<file path="src/rtl/iob_ethoc_ctrl_pkg.sv">
`timescale 1ns/1ps
// iob_ethoc_ctrl_pkg: shared definitions for the ethmac bring-up/frame sequencer.
// Holds the FSM state encoding, ethmac register byte addresses, buffer-descriptor
// control words and INT_SOURCE bit positions.
package iob_ethoc_ctrl_pkg;

  typedef enum logic [3:0] {
    INIT_IMASK,
    INIT_RXPTR,
    INIT_RXBD,
    INIT_MODER,
    IDLE,
    TX_PTR,
    TX_BD,
    WAIT_IRQ,
    RD_ISRC,
    CLR_ISRC,
    RD_RXBD,
    REARM_PTR,
    REARM_BD,
    DONE
  } state_e;

  // ethmac register / BD byte addresses
  localparam logic [11:0] REG_MODER      = 12'h000;
  localparam logic [11:0] REG_INT_SOURCE = 12'h004;
  localparam logic [11:0] REG_INT_MASK   = 12'h008;
  localparam logic [11:0] REG_TXBD0_CTRL = 12'h400;
  localparam logic [11:0] REG_TXBD0_PTR  = 12'h404;
  localparam logic [11:0] REG_RXBD0_CTRL = 12'h600;
  localparam logic [11:0] REG_RXBD0_PTR  = 12'h604;

  // RX BD: E, IRQ, WR.  TX BD low half: RD, IRQ, WR, PAD, CRC.
  localparam logic [31:0] RXBD_CTRL    = 32'h0000E000;
  localparam logic [15:0] TXBD_CTRL_LO = 16'hF800;
  localparam logic [31:0] INT_MASK_ALL = 32'h0000007F;

  localparam int unsigned ISRC_TXB = 0;
  localparam int unsigned ISRC_TXE = 1;
  localparam int unsigned ISRC_RXB = 2;
  localparam int unsigned ISRC_RXE = 3;

  // A frame is finished once both a TX event and an RX event have been seen.
  function automatic logic frame_complete(input logic [6:0] st);
    return (st[ISRC_TXB] | st[ISRC_TXE]) & (st[ISRC_RXB] | st[ISRC_RXE]);
  endfunction

endpackage

</file>
<file path="src/rtl/iob_ethoc_ctrl_bus.sv">
`timescale 1ns/1ps
// iob_ethoc_ctrl_bus: single-outstanding iob native bus master.
// Command side : req/we/addr/wdata, accepted when no transaction is pending.
// Response side: ack pulses in the m_ready_i cycle; rdata is m_rdata_i in that cycle.
// Bus side     : m_valid_o is high for exactly one cycle per access; address,
//                wdata and wstrb are held until m_ready_i.
module iob_ethoc_ctrl_bus
  import iob_ethoc_ctrl_pkg::*;
#(
  parameter int unsigned ADDR_W = 12,
  parameter int unsigned DATA_W = 32
) (
  input  logic                clk_i,
  input  logic                arst_n_i,
  input  logic                req,
  input  logic                we,
  input  logic [ADDR_W-1:0]   addr,
  input  logic [DATA_W-1:0]   wdata,
  output logic                ack,
  output logic [DATA_W-1:0]   rdata,
  output logic                m_valid_o,
  output logic [ADDR_W-1:0]   m_address_o,
  output logic [DATA_W-1:0]   m_wdata_o,
  output logic [DATA_W/8-1:0] m_wstrb_o,
  input  logic [DATA_W-1:0]   m_rdata_i,
  input  logic                m_ready_i
);

  logic pending;

  always_ff @(posedge clk_i or negedge arst_n_i) begin
    if (!arst_n_i) begin
      m_valid_o   <= 1'b0;
      pending     <= 1'b0;
      m_address_o <= '0;
      m_wdata_o   <= '0;
      m_wstrb_o   <= '0;
    end else begin
      m_valid_o <= 1'b0;
      if (!pending && req) begin
        m_valid_o   <= 1'b1;
        pending     <= 1'b1;
        m_address_o <= addr;
        m_wdata_o   <= we ? wdata : '0;
        m_wstrb_o   <= we ? '1 : '0;
      end else if (ack) begin
        pending <= 1'b0;
      end
    end
  end

  // A ready coinciding with the strobe cycle is not a legal response.
  assign ack   = pending & m_ready_i & ~m_valid_o;
  assign rdata = m_rdata_i;

endmodule

</file>
<file path="src/rtl/iob_ethoc_ctrl.sv">
`timescale 1ns/1ps
// iob_ethoc_ctrl: hardware sequencer driving ethmac over the iob bus.
// Performs MAC init after reset, then per start_i: arms TX BD0, waits for the
// interrupt, services INT_SOURCE (read + write-1-to-clear) until both a TX and
// an RX event are seen, reads RX BD0 length and rearms it, pulses done_o.
// Host ports : start_i, tx_ptr_i, tx_len_i, rx_ptr_i -> busy_o, done_o,
//              status_o, rx_len_o, timeout_o.
// Bus ports  : m_valid_o, m_address_o, m_wdata_o, m_wstrb_o, m_rdata_i, m_ready_i.
// Interrupt  : eth_int_i (level).
module iob_ethoc_ctrl
  import iob_ethoc_ctrl_pkg::*;
#(
  parameter int unsigned ADDR_W      = 12,
  parameter int unsigned DATA_W      = 32,
  parameter logic [31:0] MODER_VAL   = 32'h0000A403,
  parameter int unsigned TIMEOUT_CYC = 100000
) (
  input  logic                clk_i,
  input  logic                arst_n_i,
  input  logic                start_i,
  input  logic [31:0]         tx_ptr_i,
  input  logic [15:0]         tx_len_i,
  input  logic [31:0]         rx_ptr_i,
  output logic                busy_o,
  output logic                done_o,
  output logic [6:0]          status_o,
  output logic [15:0]         rx_len_o,
  output logic                timeout_o,
  output logic                m_valid_o,
  output logic [ADDR_W-1:0]   m_address_o,
  output logic [DATA_W-1:0]   m_wdata_o,
  output logic [DATA_W/8-1:0] m_wstrb_o,
  input  logic [DATA_W-1:0]   m_rdata_i,
  input  logic                m_ready_i,
  input  logic                eth_int_i
);

  localparam int unsigned TMO_W = $clog2(TIMEOUT_CYC + 1);

  state_e              state, state_nx;
  logic [31:0]         tx_ptr;
  logic [15:0]         tx_len;
  logic [DATA_W-1:0]   isrc;
  logic [6:0]          status;
  logic [15:0]         rx_len;
  logic                timeout;
  logic [TMO_W-1:0]    tmo_cnt;

  logic                req, we, ack;
  logic [ADDR_W-1:0]   addr;
  logic [DATA_W-1:0]   wdata, rdata;

  logic                tmo_expire;
  assign tmo_expire = !eth_int_i && (tmo_cnt <= TMO_W'(1));

  iob_ethoc_ctrl_bus #(
    .ADDR_W (ADDR_W),
    .DATA_W (DATA_W)
  ) u_bus (
    .clk_i       (clk_i),
    .arst_n_i    (arst_n_i),
    .req         (req),
    .we          (we),
    .addr        (addr),
    .wdata       (wdata),
    .ack         (ack),
    .rdata       (rdata),
    .m_valid_o   (m_valid_o),
    .m_address_o (m_address_o),
    .m_wdata_o   (m_wdata_o),
    .m_wstrb_o   (m_wstrb_o),
    .m_rdata_i   (m_rdata_i),
    .m_ready_i   (m_ready_i)
  );

  // Every bus state holds req until ack; the bus master issues only once.
  always_comb begin
    state_nx = state;
    req      = 1'b0;
    we       = 1'b0;
    addr     = '0;
    wdata    = '0;
    unique case (state)
      INIT_IMASK: begin
        req = 1'b1; we = 1'b1; addr = ADDR_W'(REG_INT_MASK); wdata = DATA_W'(INT_MASK_ALL);
        if (ack) state_nx = INIT_RXPTR;
      end
      INIT_RXPTR: begin
        req = 1'b1; we = 1'b1; addr = ADDR_W'(REG_RXBD0_PTR); wdata = DATA_W'(rx_ptr_i);
        if (ack) state_nx = INIT_RXBD;
      end
      INIT_RXBD: begin
        req = 1'b1; we = 1'b1; addr = ADDR_W'(REG_RXBD0_CTRL); wdata = DATA_W'(RXBD_CTRL);
        if (ack) state_nx = INIT_MODER;
      end
      INIT_MODER: begin
        req = 1'b1; we = 1'b1; addr = ADDR_W'(REG_MODER); wdata = DATA_W'(MODER_VAL);
        if (ack) state_nx = IDLE;
      end
      IDLE: begin
        if (start_i) state_nx = TX_PTR;
      end
      TX_PTR: begin
        req = 1'b1; we = 1'b1; addr = ADDR_W'(REG_TXBD0_PTR); wdata = DATA_W'(tx_ptr);
        if (ack) state_nx = TX_BD;
      end
      TX_BD: begin
        req = 1'b1; we = 1'b1; addr = ADDR_W'(REG_TXBD0_CTRL); wdata = DATA_W'({tx_len, TXBD_CTRL_LO});
        if (ack) state_nx = WAIT_IRQ;
      end
      WAIT_IRQ: begin
        if (eth_int_i)       state_nx = RD_ISRC;
        else if (tmo_expire) state_nx = DONE;
      end
      RD_ISRC: begin
        req = 1'b1; addr = ADDR_W'(REG_INT_SOURCE);
        if (ack) state_nx = (rdata[6:0] == 7'd0) ? WAIT_IRQ : CLR_ISRC;
      end
      CLR_ISRC: begin
        req = 1'b1; we = 1'b1; addr = ADDR_W'(REG_INT_SOURCE); wdata = isrc;
        if (ack) state_nx = frame_complete(status) ? RD_RXBD : WAIT_IRQ;
      end
      RD_RXBD: begin
        req = 1'b1; addr = ADDR_W'(REG_RXBD0_CTRL);
        if (ack) state_nx = REARM_PTR;
      end
      REARM_PTR: begin
        req = 1'b1; we = 1'b1; addr = ADDR_W'(REG_RXBD0_PTR); wdata = DATA_W'(rx_ptr_i);
        if (ack) state_nx = REARM_BD;
      end
      REARM_BD: begin
        req = 1'b1; we = 1'b1; addr = ADDR_W'(REG_RXBD0_CTRL); wdata = DATA_W'(RXBD_CTRL);
        if (ack) state_nx = DONE;
      end
      DONE: begin
        state_nx = IDLE;
      end
      default: begin
        state_nx = INIT_IMASK;
      end
    endcase
  end

  always_ff @(posedge clk_i or negedge arst_n_i) begin
    if (!arst_n_i) begin
      state   <= INIT_IMASK;
      tx_ptr  <= '0;
      tx_len  <= '0;
      isrc    <= '0;
      status  <= '0;
      rx_len  <= '0;
      timeout <= 1'b0;
      tmo_cnt <= '0;
    end else begin
      state <= state_nx;
      unique case (state)
        IDLE: begin
          if (start_i) begin
            tx_ptr  <= tx_ptr_i;
            tx_len  <= tx_len_i;
            status  <= '0;
            timeout <= 1'b0;
          end
        end
        TX_BD: begin
          if (ack) tmo_cnt <= TMO_W'(TIMEOUT_CYC);
        end
        // Budget is per frame: it only counts down here and is never reloaded
        // when an ISR pass returns to WAIT_IRQ.
        WAIT_IRQ: begin
          if (tmo_cnt != '0) tmo_cnt <= tmo_cnt - TMO_W'(1);
          if (tmo_expire)    timeout <= 1'b1;
        end
        RD_ISRC: begin
          if (ack) begin
            isrc   <= rdata;
            status <= status | rdata[6:0];
          end
        end
        RD_RXBD: begin
          if (ack) rx_len <= rdata[31:16];
        end
        default: ;
      endcase
    end
  end

  assign busy_o    = (state != IDLE);
  assign done_o    = (state == DONE);
  assign status_o  = status;
  assign rx_len_o  = rx_len;
  assign timeout_o = timeout;

endmodule

</file>
<file path="config.mk">
export PLATFORM = sky130hd
export DESIGN_NAME = iob_ethoc_ctrl
export DESIGN_NICKNAME = d
export VERILOG_FILES = /design/src/rtl/iob_ethoc_ctrl_pkg.sv /design/src/rtl/iob_ethoc_ctrl_bus.sv /design/src/rtl/iob_ethoc_ctrl.sv
export SDC_FILE = /design/constraint.sdc
export NUM_CORES = 1
export LEC_CHECK = 0
export BUFFER_PORTS_ARGS = -buffer_cell sky130_fd_sc_hd__buf_2
export CAP_MARGIN = 20
export CORE_ASPECT_RATIO = 1.75
export CORE_MARGIN = 2
export CORE_UTILIZATION = 40
export CTS_BUF_LIST = sky130_fd_sc_hd__clkbuf_16
export CTS_CLUSTER_SIZE = 12
export DETAILED_ROUTE_END_ITERATION = 7
export PLACE_DENSITY = 0.64
export REMOVE_ABC_BUFFERS = 1
export SLEW_MARGIN = 10
export SYNTH_ARGS = -nofsm -noshare
export SYNTH_HDL_FRONTEND = slang
export SYNTH_SLANG_ARGS = --single-unit
</file>
<file path="constraint.sdc">
create_clock -name clk_i -period 2.2 [get_ports clk_i]
set_input_delay 0.22 -clock clk_i [delete_from_list [all_inputs] [get_ports clk_i]]
set_output_delay 0.22 -clock clk_i [all_outputs]
set_load 0.02 [all_outputs]
</file>
Word-level counts from Yosys, hierarchy flattened

Index checks and enable logic that the tools add are counted.
W data, S select, Z words.

Register bits: 175
Output and inout port bits: 75
Word-level logic and storage cells: 110

$add $sub $neg: 1
Magnitude comparators: 1
Equality and inequality tests: 29
Mux-type cells: 35
Bitwise gates (word level): 7
Reduce and logical (&&, ||, !) cells: 24

Operators by type and width:

| operator                | number |
|---|---|
| $pmux W32 S7            | 1 |
| $mux W4                 | 17 |
| $pmux W11 S6            | 1 |
| $pmux W4 S14            | 1 |
| $mux W17                | 2 |
| $pmux W17 S2            | 1 |
| $mux W32                | 1 |
| $ne A2 B2 Y1 const B    | 14 |
| $eq A4 B4 Y1 const B    | 6 |
| $le A17 B1 Y1 const B   | 1 |
| $reduce_bool A17 Y1     | 1 |
| $sub A17 B1 Y17 const B | 1 |
| $eq A4 B3 Y1 const B    | 4 |
| $mux W7                 | 2 |
| $pmux W7 S2             | 1 |
| $reduce_and A13 Y1      | 1 |
| $reduce_or A11 Y1       | 1 |
| $reduce_and A3 Y1       | 3 |
| $reduce_or A9 Y1        | 1 |
| $eq A4 B2 Y1 const B    | 2 |
| $reduce_bool A2 Y1      | 4 |
| $logic_not A7 Y1        | 1 |
| $mux W1                 | 7 |
| $or A7 B7 Y7            | 1 |
| other kinds (13)        | 22 |

Logic depth before layout (Yosys ltp)

Gate-level depths: netlist of the first run.

Depth after elaboration: 5
Depth in mapped cells: 8
Gate-level depth less buffers: 7

Hierarchy

From an unflattened synthesis of the first run, not the netlist that was laid out.

Cells, all modules: 810
Area, all modules: 8,308.0 sq um

Modules (own cells, without submodules):

| module             | times used | cells an instance | area an instance (sq um) | seq. area each (sq um) |
|---|---|---|---|---|
| iob_ethoc_ctrl     | 1          | 606               | 6,052.1                  | 3,128.0 |
| iob_ethoc_ctrl_bus | 1          | 204               | 2,255.9                  | 1,176.1 |

Worst setup path after synthesis of the first run

Ideal clock, no wire load.

Path type: register -> register
Start: reg u_bus.m_valid_o
End: reg rx_len[10], in the netlist rx_len_o[10]
Arrival time: 1,747 ps
Required time: 2,075 ps
Path slack: 328 ps
Cell stages (with the launch flop): 5
Buffers on the path: 1
Period minus slack after synthesis: 1,872 ps
Path through: dfrtp_1 nand3b_1 nor3_2 buf_2 mux2_2

Word-level cells in the longest chain between the ends: 3

RTL lines:

| element                            | line                     | text |
|---|---|---|
| from (decl)                        | iob_ethoc_ctrl_bus.sv:21 | `output logic m_valid_o,` |
| from (signal assigned)             | iob_ethoc_ctrl_bus.sv:33 | `m_valid_o <= 1'b0;` |
| from (signal assigned)             | iob_ethoc_ctrl_bus.sv:39 | `m_valid_o <= 1'b0;` |
| from (signal assigned)             | iob_ethoc_ctrl_bus.sv:41 | `m_valid_o <= 1'b1;` |
| $not A1 Y1                         | iob_ethoc_ctrl_bus.sv:53 | `assign ack = pending & m_ready_i & ~m_valid_o;` |
| $and A1 B1 Y1                      | iob_ethoc_ctrl_bus.sv:53 |  |
| $reduce_and A2 Y1 (no source line) | n/a                      |  |
| to (signal assigned)               | iob_ethoc_ctrl.sv:181    | `if (ack) rx_len <= rdata[31:16];` |
| to (decl)                          | iob_ethoc_ctrl.sv:45     | `logic [15:0] rx_len;` |

Every way passes these cells.
A chain may end at the register's enable or synchronous reset.

Final worst setup path of the first run

Start: reg tmo_cnt[0]
End: reg tmo_cnt[15]

Word-level cells in the longest chain between the ends: 3
Elaborated cells between the ends (all ways): 6

RTL lines:

| element                                                       | line                  | text |
|---|---|---|
| from (decl)                                                   | iob_ethoc_ctrl.sv:47  | `logic [TMO_W-1:0] tmo_cnt;` |
| from (signal assigned)                                        | iob_ethoc_ctrl.sv:166 | `if (ack) tmo_cnt <= TMO_W'(TIMEOUT_CYC);` |
| from (signal assigned)                                        | iob_ethoc_ctrl.sv:171 | `if (tmo_cnt != '0) tmo_cnt <= tmo_cnt - TMO_W'(1);` |
| $sub A17 B1 Y17 / $reduce_bool A17 Y1 (equally long branches) | iob_ethoc_ctrl.sv:171 |  |
| $mux W17 / $ne A2 B2 Y1 (equally long branches)               | n/a                   |  |
| $pmux W17 S2 / $reduce_and A3 Y1 (equally long branches)      | n/a                   |  |

Several ways; a longest one is shown, not always the timed one. The select of a mux whose other input is x is not followed.

==> metrics.cfg, run 1 <==
[run_status]
status=completed

[detailed_routing]
routed_wl_um=21160
drtAntennaViolNets=0
dr.first_iter.drc_count=307
wl_per_cell_um=18.55
viasPerCell=5.468
first_pass_iters=5
drcViolationCount=0
via_count=6239

[critical_path]
slowest_delay_ns=0.45
path_max_fanout=6
worst_setup_path_end_kind=register
cp_data_required_time_ns=2.50
cp_data_arrival_time_ns=2.33
path_buf_inv=2
cp_common_cell=nand4_1
crit_family=simple AND/OR/NAND/NOR gates
start_kind=register
crit_chain=inv_1 -> ha_1 -> nor3b_1 -> nand4_1 -> buf_4 -> nand4_1 -> xor2_1 -> nand2_1
slowest_stage=dfrtp_1
critPathKind=reg2reg

[power]
swShare_pct=39.24
combPwrFrac_pct=42.9
clock_power_share_pct=19.0
internal-power_mw=8.339
leakagePower_nw=4.465
seqPwrFrac_pct=38.1
power_density_mw_per_mm2=1413
power.total_mw=13.72
ir_worst_vdd_uv=902.8
p_sw_mw=5.386

[synthesis]
synth_commonest_cells=dfrtp_1 (164), mux2_2 (96), nand2_1 (51), o21ai_0 (46), a21oi_1 (36)
ys_seq_area_share_pct=53.13
synth_cells=682
yosysTopAreaCell=dfrtp_1
synth_ff_type=dfrtp_1
yosysMostFrequentCell=dfrtp_1
synthArstFlopShare_pct=100.0
ys_ff_latch=164
ys_warn_count=0
syn-cell-area_sq_mm=0.007725
synth_cell_types=64
synth_edf_count=0
syn_avg_cell_area_sq_um=11.33
synth_top_area_share_pct=53.13
synth_area_leaders=dfrtp_1 (53%), mux2_2 (14%), o21ai_0 (3.0%), nand2_1 (2.5%), a222oi_1 (2.5%)

[grt]
grt_remaining_overflow=0
grt_pass1_vias=6568
antenna_found_initial=1
track_usage_pct=21.54
grt_pass1_wl_um=33730
grt_max_degree=62

[die]
dieArea_sq_mm=0.02048
initial_utilization_pct=40.59
io_pins=192
die_h_um=187.8
num_rows=67
die_w_um=109.1
core_area_sq_mm=0.01903

[clocking]
clkTransAtPathRegs_ns=0.06
clock_path_buffers=2
clock_latency_ns=0.43
tritoncts=built
cts_made_buffers=17
cts-root-buf=clkbuf_16
cts_sinks=164
cts_max_level=4

[placement]
io_buffer_count=183
gp_congestion=0.8405
dp.final_hpwl_um=14920

[cells_and_area]
nets=1007
syn_to_final_growth_pct=25.74
fillers=1724
final_util_pct=51.04
drive_gt1_share_pct=39.27

[timing]
max_freq_mhz=491.4
fin_crit_sh_pct=92.50
slew_viol_final=0
fin_worst_skew_ns=0.008802
worst_pin_slew_ns=0.6401
rsz0062_at_grt=true
hold_viol_final=0
maxSlewHeadroom_pct=57.23
setup_viol_count_final=0
period_needed_ns=2.035

[flow_run]
drv_cap=0

[hold_path]
hp-class=in2reg

## registers in the layout, indices dropped and copies added, names as in the netlist
signal / cells
u_bus.pending: 1
state: 4
rx_len_o: 16
tmo_cnt: 17
tx_len: 16
status_o: 7
u_bus.m_valid_o: 1
tx_ptr: 32
isrc: 32
u_bus.m_address_o: 4
u_bus.m_wstrb_o: 1
timeout_o: 1
u_bus.m_wdata_o: 32
## per-stage QoR
step | std cells | TNS (ns) | hold WS, ns | instance area (sq um) | worst slack [ns]
after floorplan | 633 | -89.62 | -0.07559 | 7436 | -0.9916
after global placement | 1093 | 0 | 0.2651 | 9049 | 0.2121
after detailed placement | 1093 | 0 | 0.2587 | 9049 | 0.1678
after CTS | 1138 | 0 | 0.0001525 | 9691 | 0.1313
after global routing | 1141 | -0.01205 | 0.005376 | 9713 | -0.01205
final | 1141 | 0 | 0.02127 | 9713 | 0.1650
## path summary, 6_finish.rpt
kind / from / end / slack, ns / cells after the start
setup / recovery: tmo_cnt[0] / tmo_cnt[15] / 0.17 / 8
hold / removal: tx_ptr_i[7] / tx_ptr[7] / 0.02 / 2
setup reg to reg: tmo_cnt[0] / tmo_cnt[15] / 0.17 / 8
hold reg to reg: u_bus.m_wdata_o[28] / u_bus.m_wdata_o[28] / 0.48 / 2
max in group asynchronous: arst_n_i / rx_len_o[9] / 1.15 / 3
min in group asynchronous: arst_n_i / tmo_cnt[12] / 0.35 / 2
## layout by cell type (no fill, tap or decap), types with 11 or more instances in the layout
cell and n:
buf_2 182, dfrtp_1 164, mux2_2 96, nand2_1 51, o21ai_0 46, a21oi_1 36
nor2_1 33, buf_4 30, a222oi_1 19, clkbuf_16 17, a21boi_0 16, inv_1 14
dlygate4sd3_1 14, nor3_1 13, nand3_1 12, nand2b_1 11
## power groups by stage
| stage | logic [mW] | clock network (mW) | registers [mW] |
|---|---|---|---|
| after floorplan | 2.85 | 0 | 5.96 |
| after global placement | 5.79 | 0 | 5.23 |
| after global routing | 6.46 | 2.78 | 5.41 |
| after CTS | 5.93 | 2.69 | 5.23 |
| after detailed placement | 5.89 | 0 | 5.27 |
| final | 5.89 | 2.61 | 5.23 |
## metal layers
layer	wire length, um	GRT usage [%]	vias to the layer above
met2	11290	37.05	197
met1	7980	24.34	3097
met4	572	9.221	0
met3	1317	6.291	44
li1	-	-	2901
met5	0	0	-
## layout make-up
| cell class | instances | area (sq um) | share of cell area [%] |
|---|---|---|---|
| Timing Repair Buffer | 235 | 1448 | 14.90 |
| Antenna cell | 1 | 2.502 | 0.02576 |
| Clock buffer | 17 | 425.4 | 4.380 |
| Multi-Input combinational cell | 459 | 3318 | 34.16 |
| Sequential cell | 164 | 4104 | 42.25 |
| Tap cell | 241 | 301.5 | 3.104 |
| Clock inverter | 14 | 76.32 | 0.7858 |
| Inverter | 10 | 37.54 | 0.3864 |
## timing repair
| action | in CTS | in global routing |
|---|---|---|
| resized for setup | 0 | 1 |
| endpoints found under the setup margin | 0 | 7 |
| hold buffers | 14 | 0 |
| hold endpoints to repair | 69 | 0 |
| buffers inserted | 0 | 2 |
## cell families after synthesis
logic type                 after synthesis  share of synthesized area [%]
DFF                                    164                          53.13
muxes                                   99                          14.38
xor gates and xnor gates                 8                         0.9071
buffers and inverters                   66                          4.568
AOI/OAI and AO/OA                      174                          14.98
other                                    1                        0.04854
and+or+nand+nor                        167                          11.50
adders and majority gates                3                         0.4860
No activity file was read; power rests on OpenSTA's default activity.
==> run 2: changes to the inputs <==
==> constraint.sdc (replaced) <==
create_clock -name clk_i -period 2.2 [get_ports clk_i]
set_input_delay 0.11 -clock clk_i [delete_from_list [all_inputs] [get_ports clk_i]]
set_output_delay 0.11 -clock clk_i [all_outputs]
set_load 0.02 [all_outputs]
==> run 2 against run 1 <==
Effect of this change: non-clock buffer count increased by 86; flip-flop and latch count stayed put; global-route usage rose by 0.90 points; die area unchanged; count of clock-buffer cells in the layout did not move; clock skew about the same; combinational power increased by 3.9%; clock power is 7% higher; total power up 3.3%; worst hold slack worse by 0.013 ns; critical endpoint is now u_bus.m_wdata_o[24]; largest power group unchanged.
==> metrics.cfg, run 2 (same netlist as run 1, synthesis figures left out) <==
[run_status]
status=completed

[timing]
rsz0062_at_grt=false
slew_viol_final=0  ; unchanged
hold_viol_final=0  ; unchanged
holdWs_ns=0.007892  ; -0.01338 ns
setup_viol_count_final=0  ; unchanged
setup_ws_ns=0.1182  ; -0.04681 ns
fin_worst_skew_ns=0.008616  ; -0.0001859 ns
maxSlewHeadroom_pct=45.01  ; -12 points
worst_pin_slew_ns=0.8248  ; +0.1847 ns
setup_tns_ns=0  ; unchanged
max_freq_mhz=480.4  ; -2.2%
fin_crit_sh_pct=94.63  ; +2.1 points
period_needed_ns=2.082  ; +0.04681 ns

[cells_and_area]
multi_input_area_sq_mm=0.003321  ; about the same
syn_to_final_growth_pct=37.38
reg.largest.list=isrc x32, tx_ptr x32, u_bus.m_wdata_o x32
final_common_cell=buf_2
instances_no_fill=1227  ; +7.5%
fillers=1606  ; -6.8%
final_cell_mix=buf_2 (182), dfrtp_1 (163), dlygate4sd3_1 (99)
antenna_cells=0  ; -1
nets=1093  ; +8.5%
final_area_sq_mm=0.01061  ; +9.3%
drive_gt1_share_pct=36.41  ; -2.9 points
regArea_sq_mm=0.004105  ; about the same
final_util_pct=55.77  ; +4.7 points

[clocking]
tritoncts=built
clkTransAtPathRegs_ns=0.06  ; about the same
clock_path_buffers=2  ; unchanged
cts_sinks=164  ; unchanged
cts-root-buf=clkbuf_16
cts_max_level=4  ; unchanged
cts_made_buffers=17  ; unchanged
clock_latency_ns=0.44  ; about the same

[power]
ir_worst_vdd_uv=845.4  ; -6.4%
power.total_mw=14.18  ; +3.3%
power_density_mw_per_mm2=1336  ; -5.5%
leakagePower_nw=4.838  ; +8.4%

[critical_path]
path_max_fanout=18  ; +12
cp_data_arrival_time_ns=2.39  ; +0.06 ns
start_kind=register
cp_data_required_time_ns=2.51  ; about the same
critPathKind=reg2reg
r2r.worst_path.cells=7  ; -1
worst_setup_path_end_kind=register

[die]
die_w_um=109.1  ; unchanged
io_pins=192  ; unchanged
initial_utilization_pct=40.59  ; unchanged
die_h_um=187.8  ; unchanged
dieArea_sq_mm=0.02048  ; unchanged
core_area_sq_mm=0.01903  ; unchanged
num_rows=67  ; unchanged

[detailed_routing]
dr.first_iter.drc_count=314  ; +2.3%
drtAntennaViolNets=0  ; unchanged
via_count=6594  ; +5.7%
routed_wl_um=22410  ; +5.9%
drcViolationCount=0  ; unchanged
first_pass_iters=5  ; unchanged
wl_per_cell_um=18.27  ; -1.5%
viasPerCell=5.374  ; -1.7%

[hold_path]
whs_path_depth=2  ; unchanged
hp-class=in2reg

[placement]
dp.final_hpwl_um=15330  ; +2.7%
dp_cells=1095  ; +0.18%
dpl_worst_slack_ns=0.1171  ; -0.05064 ns
gp_congestion=0.8797  ; +4.7%
io_buffer_count=183  ; unchanged
dpl_cell_area_sq_mm=0.009064  ; +0.17%

[grt]
track_usage_pct=22.44  ; +0.90 points
grt_pass1_vias=6920  ; +5.4%
grt_pass1_wl_um=35050  ; +3.9%
grt_remaining_overflow=0  ; unchanged
grt_max_degree=58  ; -6.5%
antenna_found_initial=0  ; -1

[flow_run]
drv_cap=0  ; unchanged

[run 2: what timing repair did]
| action | CTS | global route |
|---|---|---|
| setup endpoints to repair | 0 | 15 |
| buffers inserted | 0 | 1 |
| hold buffers | 99 | 0 |
| hold endpoints to repair | 170 | 0 |
| resized for setup | 0 | 3 |
[run 2: path summary, 6_finish.rpt]
path | slack, ns | start | to
worst min register to register | 0.48 | u_bus.m_wdata_o[24] | u_bus.m_wdata_o[24]
worst min-delay path | 0.008 | m_rdata_i[2] | isrc[2]
max in group asynchronous | 1.27 | arst_n_i | tx_len[14]
worst max register to register | 0.12 | state[3] | u_bus.m_wdata_o[24]
min in group asynchronous | 0.22 | arst_n_i | isrc[5]
worst max-delay path | 0.12 | state[3] | u_bus.m_wdata_o[24]
[run 2: report_power, final]
part / internal (mW) / switching, mW / total [mW]
registers: 4.39 / 0.878 / 5.27
clock network: 1.54 / 1.25 / 2.79
logic: 2.69 / 3.43 / 6.12
total: 8.62 / 5.56 / 14.2
[run 2: critical path: stages, from the launching register on]
cell and delay (ns):
dfrtp_1 0.44, buf_4 0.21, nand2b_1 0.22, nor2_2 0.07, buf_4 0.21, a222oi_1 0.41, a21boi_0 0.27, o21ai_0 0.10
[run 2: cell type report]
type / instances / share of cell area [%]
timing repair buffer: 321 / 21.73
multi-input combinational: 459 / 31.29
clock buffer: 17 / 4.008
sequential: 164 / 38.68
tap: 241 / 2.841
clock inverter: 15 / 1.096
inverter: 10 / 0.3537
[run 2: per-layer routing]
layer  GRT usage (%)  vias to the layer above  wire [um]
met2           39.92                      214      12210
met1           24.74                     3262       8376
li1                -                     3068          -
met4           9.813                        0        651
met3           5.422                       50       1172
met5               0                        -          0
==> run 3: changes to the inputs <==
--- a/config.mk
+++ b/config.mk
@@ -5,15 +5,16 @@
 export SDC_FILE = /design/constraint.sdc
 export NUM_CORES = 1
 export LEC_CHECK = 0
+export ABC_CLOCK_PERIOD_IN_PS = 2200
 export BUFFER_PORTS_ARGS = -buffer_cell sky130_fd_sc_hd__buf_2
 export CAP_MARGIN = 20
 export CORE_ASPECT_RATIO = 1.75
 export CORE_MARGIN = 2
-export CORE_UTILIZATION = 40
+export CORE_UTILIZATION = 33
 export CTS_BUF_LIST = sky130_fd_sc_hd__clkbuf_16
 export CTS_CLUSTER_SIZE = 12
 export DETAILED_ROUTE_END_ITERATION = 7
-export PLACE_DENSITY = 0.64
+export PLACE_DENSITY = 0.55
 export REMOVE_ABC_BUFFERS = 1
 export SLEW_MARGIN = 10
 export SYNTH_ARGS = -nofsm -noshare
==> run 3 against run 2 <==
Effect of this change: flip-flop and latch count unchanged; register-to-register slack about the same; core utilization decreased by 9.6 points; total power increased by 0.11%; die area increased by 21%; combinational power increased by 0.8%; largest power group unchanged.
==> metrics.cfg, run 3 (same netlist as run 1, synthesis figures left out) <==
[cells_and_area]
final_cell_mix=buf_2 (182), dfrtp_1 (164), dlygate4sd3_1 (97)
syn_to_final_growth_pct=38.39
final_common_cell=buf_2
reg.largest.list=isrc x32, tx_ptr x32, u_bus.m_wdata_o x32
fillers=2206  ; +37%
nets=1092  ; -0.091%
drive_gt1_share_pct=35.95  ; -0.46 points
instances_no_fill=1286  ; +4.8%
antenna_cells=0  ; unchanged

[grt]
grt_pass1_vias=6833  ; -1.3%
antenna_found_initial=0  ; unchanged
grt_remaining_overflow=0  ; unchanged
grt_pass1_wl_um=36080  ; +2.9%
grt_max_degree=52  ; -10%
track_usage_pct=18.90  ; -3.5 points

[clocking]
clock_latency_ns=0.42  ; -0.02 ns
cts_made_buffers=17  ; unchanged
clock_path_buffers=2  ; unchanged
cts-root-buf=clkbuf_16
clkTransAtPathRegs_ns=0.06  ; about the same
post_cts_buffers=0  ; unchanged
cts_max_level=4  ; unchanged
tritoncts=built
cts_sinks=164  ; unchanged

[power]
internal-power_mw=8.725  ; +1.2%
power_density_mw_per_mm2=1328  ; -0.62%
ir_worst_vdd_uv=619.5  ; -27%
leakagePower_nw=4.852  ; +0.29%
seqPwrFrac_pct=37.0  ; -0.2 points
power.total_mw=14.19  ; +0.11%
combPwrFrac_pct=43.5  ; +0.3 points
p_sw_mw=5.468  ; -1.6%
clock_power_share_pct=19.5  ; -0.2 points
swShare_pct=38.53  ; -0.66 points

[critical_path]
start_kind=register
cp_data_required_time_ns=2.53  ; +0.02 ns
crit_start=tmo_cnt[1]
rr_startpoint=tmo_cnt[1]
r2r_slack_ns=0.13  ; about the same
timing.rr.end=tmo_cnt[3]
cp_data_arrival_time_ns=2.39  ; about the same
worst_setup_path_end_kind=register
critPathKind=reg2reg
path_max_fanout=6  ; -12
r2r.worst_path.cells=8  ; +1
crit_path_end=tmo_cnt[3]

[timing]
setup_viol_count_final=0  ; unchanged
rsz0062_at_grt=false
period_needed_ns=2.068  ; -0.01346 ns
fin_crit_sh_pct=94.02  ; -0.61 points
hold_viol_final=0  ; unchanged
maxSlewHeadroom_pct=53.66  ; +8.6 points
setup_ws_ns=0.1317  ; +0.01346 ns
slew_viol_final=0  ; unchanged
fin_worst_skew_ns=0.005696  ; -0.002921 ns
max_freq_mhz=483.5  ; +0.65%
worst_pin_slew_ns=0.6944  ; -0.1305 ns

[die]
io_pins=192  ; unchanged
num_rows=74  ; +10%
initial_utilization_pct=33.37  ; -7.2 points
core_area_sq_mm=0.02315  ; +22%
die_w_um=119.7  ; +9.7%
die_h_um=206.4  ; +9.9%
dieArea_sq_mm=0.02470  ; +21%

[detailed_routing]
routed_wl_um=23000  ; +2.6%
first_pass_iters=6  ; +1
via_count=6532  ; -0.94%
drtAntennaViolNets=0  ; unchanged
viasPerCell=5.079  ; -5.5%
wl_per_cell_um=17.88  ; -2.1%
drcViolationCount=0  ; unchanged
dr.first_iter.drc_count=378  ; +20%

[hold_path]
hp-class=in2reg

[placement]
io_buffer_count=183  ; unchanged
dpl_worst_slack_ns=0.1140  ; -0.003166 ns
dp_cells=1160  ; +5.9%
gp_congestion=0.8615  ; -2.1%
dp.final_hpwl_um=16050  ; +4.7%

[run_status]
status=completed

[flow_run]
drv_cap=0  ; unchanged

==> run 3: per-layer routing <==
metal / share of wire [%] / track usage [%] / routed length [um] / up-vias
met3: 4.3 / 3.780 / 981 / 39
met5: 0 / 0 / 0 / -
li1: - / - / - / 3051
met1: 38 / 20.80 / 8832 / 3234
met2: 55 / 35.33 / 12600 / 208
met4: 2.5 / 7.353 / 585 / 0
==> run 3: worst min path at each step <==
stage / startpoint / to / slack (ns) / cells after the start
6_report: rx_ptr_i[16] / u_bus.m_wdata_o[16] / 0.02 / 3
5_1_grt: m_rdata_i[2] / isrc[2] / 0.008 / 2
4_1_cts: m_rdata_i[2] / isrc[2] / 0.002 / 2
3_5_place_dp: arst_n_i / u_bus.m_wdata_o[6] / 0.05 / 1
3_3_place_gp: arst_n_i / u_bus.m_wdata_o[6] / 0.05 / 1
2_1_floorplan: arst_n_i / isrc[0] / -0.19 / 0
==> run 3: what timing repair did <==
item,CTS,global route
resized for setup,0,1
endpoints found under the hold margin,247,0
hold buffers,97,0
endpoints found under the setup margin,0,3
==> run 3: area by class of cell <==
cell class	instances	area, sq um	share of cell area (%)
flip-flops and latches	164	4104	38.39
well taps	304	380.4	3.558
inverters	10	37.54	0.3511
repair buffers	320	2322	21.72
multi-input cells	459	3318	31.04
clock buffers	17	425.4	3.979
clock inverters	12	102.6	0.9597
==> run 3: power groups by stage <==
stage | Sequential (mW) | Clock (mW) | Combinational, mW
finish | 5.25 | 2.77 | 6.17
detailed placement | 5.29 | 0 | 6.06
global placement | 5.27 | 0 | 5.96
global route | 5.43 | 2.96 | 6.73
floorplan | 5.96 | 0 | 2.85
CTS | 5.25 | 2.85 | 6.20
==> run 3: through the flow <==
| step | setup TNS (ns) | util (%) | hold WS (ns) | cell area, sq um |
|---|---|---|---|---|
| floorplan | -89.62 | - | -0.1856 | 7436 |
| global placement | 0 | 39.64 | 0.05002 | 9175 |
| detailed placement | 0 | 39.69 | 0.05062 | 9186 |
| CTS | 0 | 46.16 | 0.001990 | 10690 |
| global route | 0 | 46.18 | 0.008467 | 10690 |
| finish | 0 | 46.18 | 0.02337 | 10690 |
==> run 3: worst max-delay path, stage by stage, from the launching register on <==
cell and delay [ns]:
dfrtp_1 0.43, inv_1 0.14, ha_1 0.18, nor3b_2 0.24
nand4_1 0.22, buf_4 0.23, o21ai_0 0.29, o211ai_1 0.13
o31ai_1 0.10
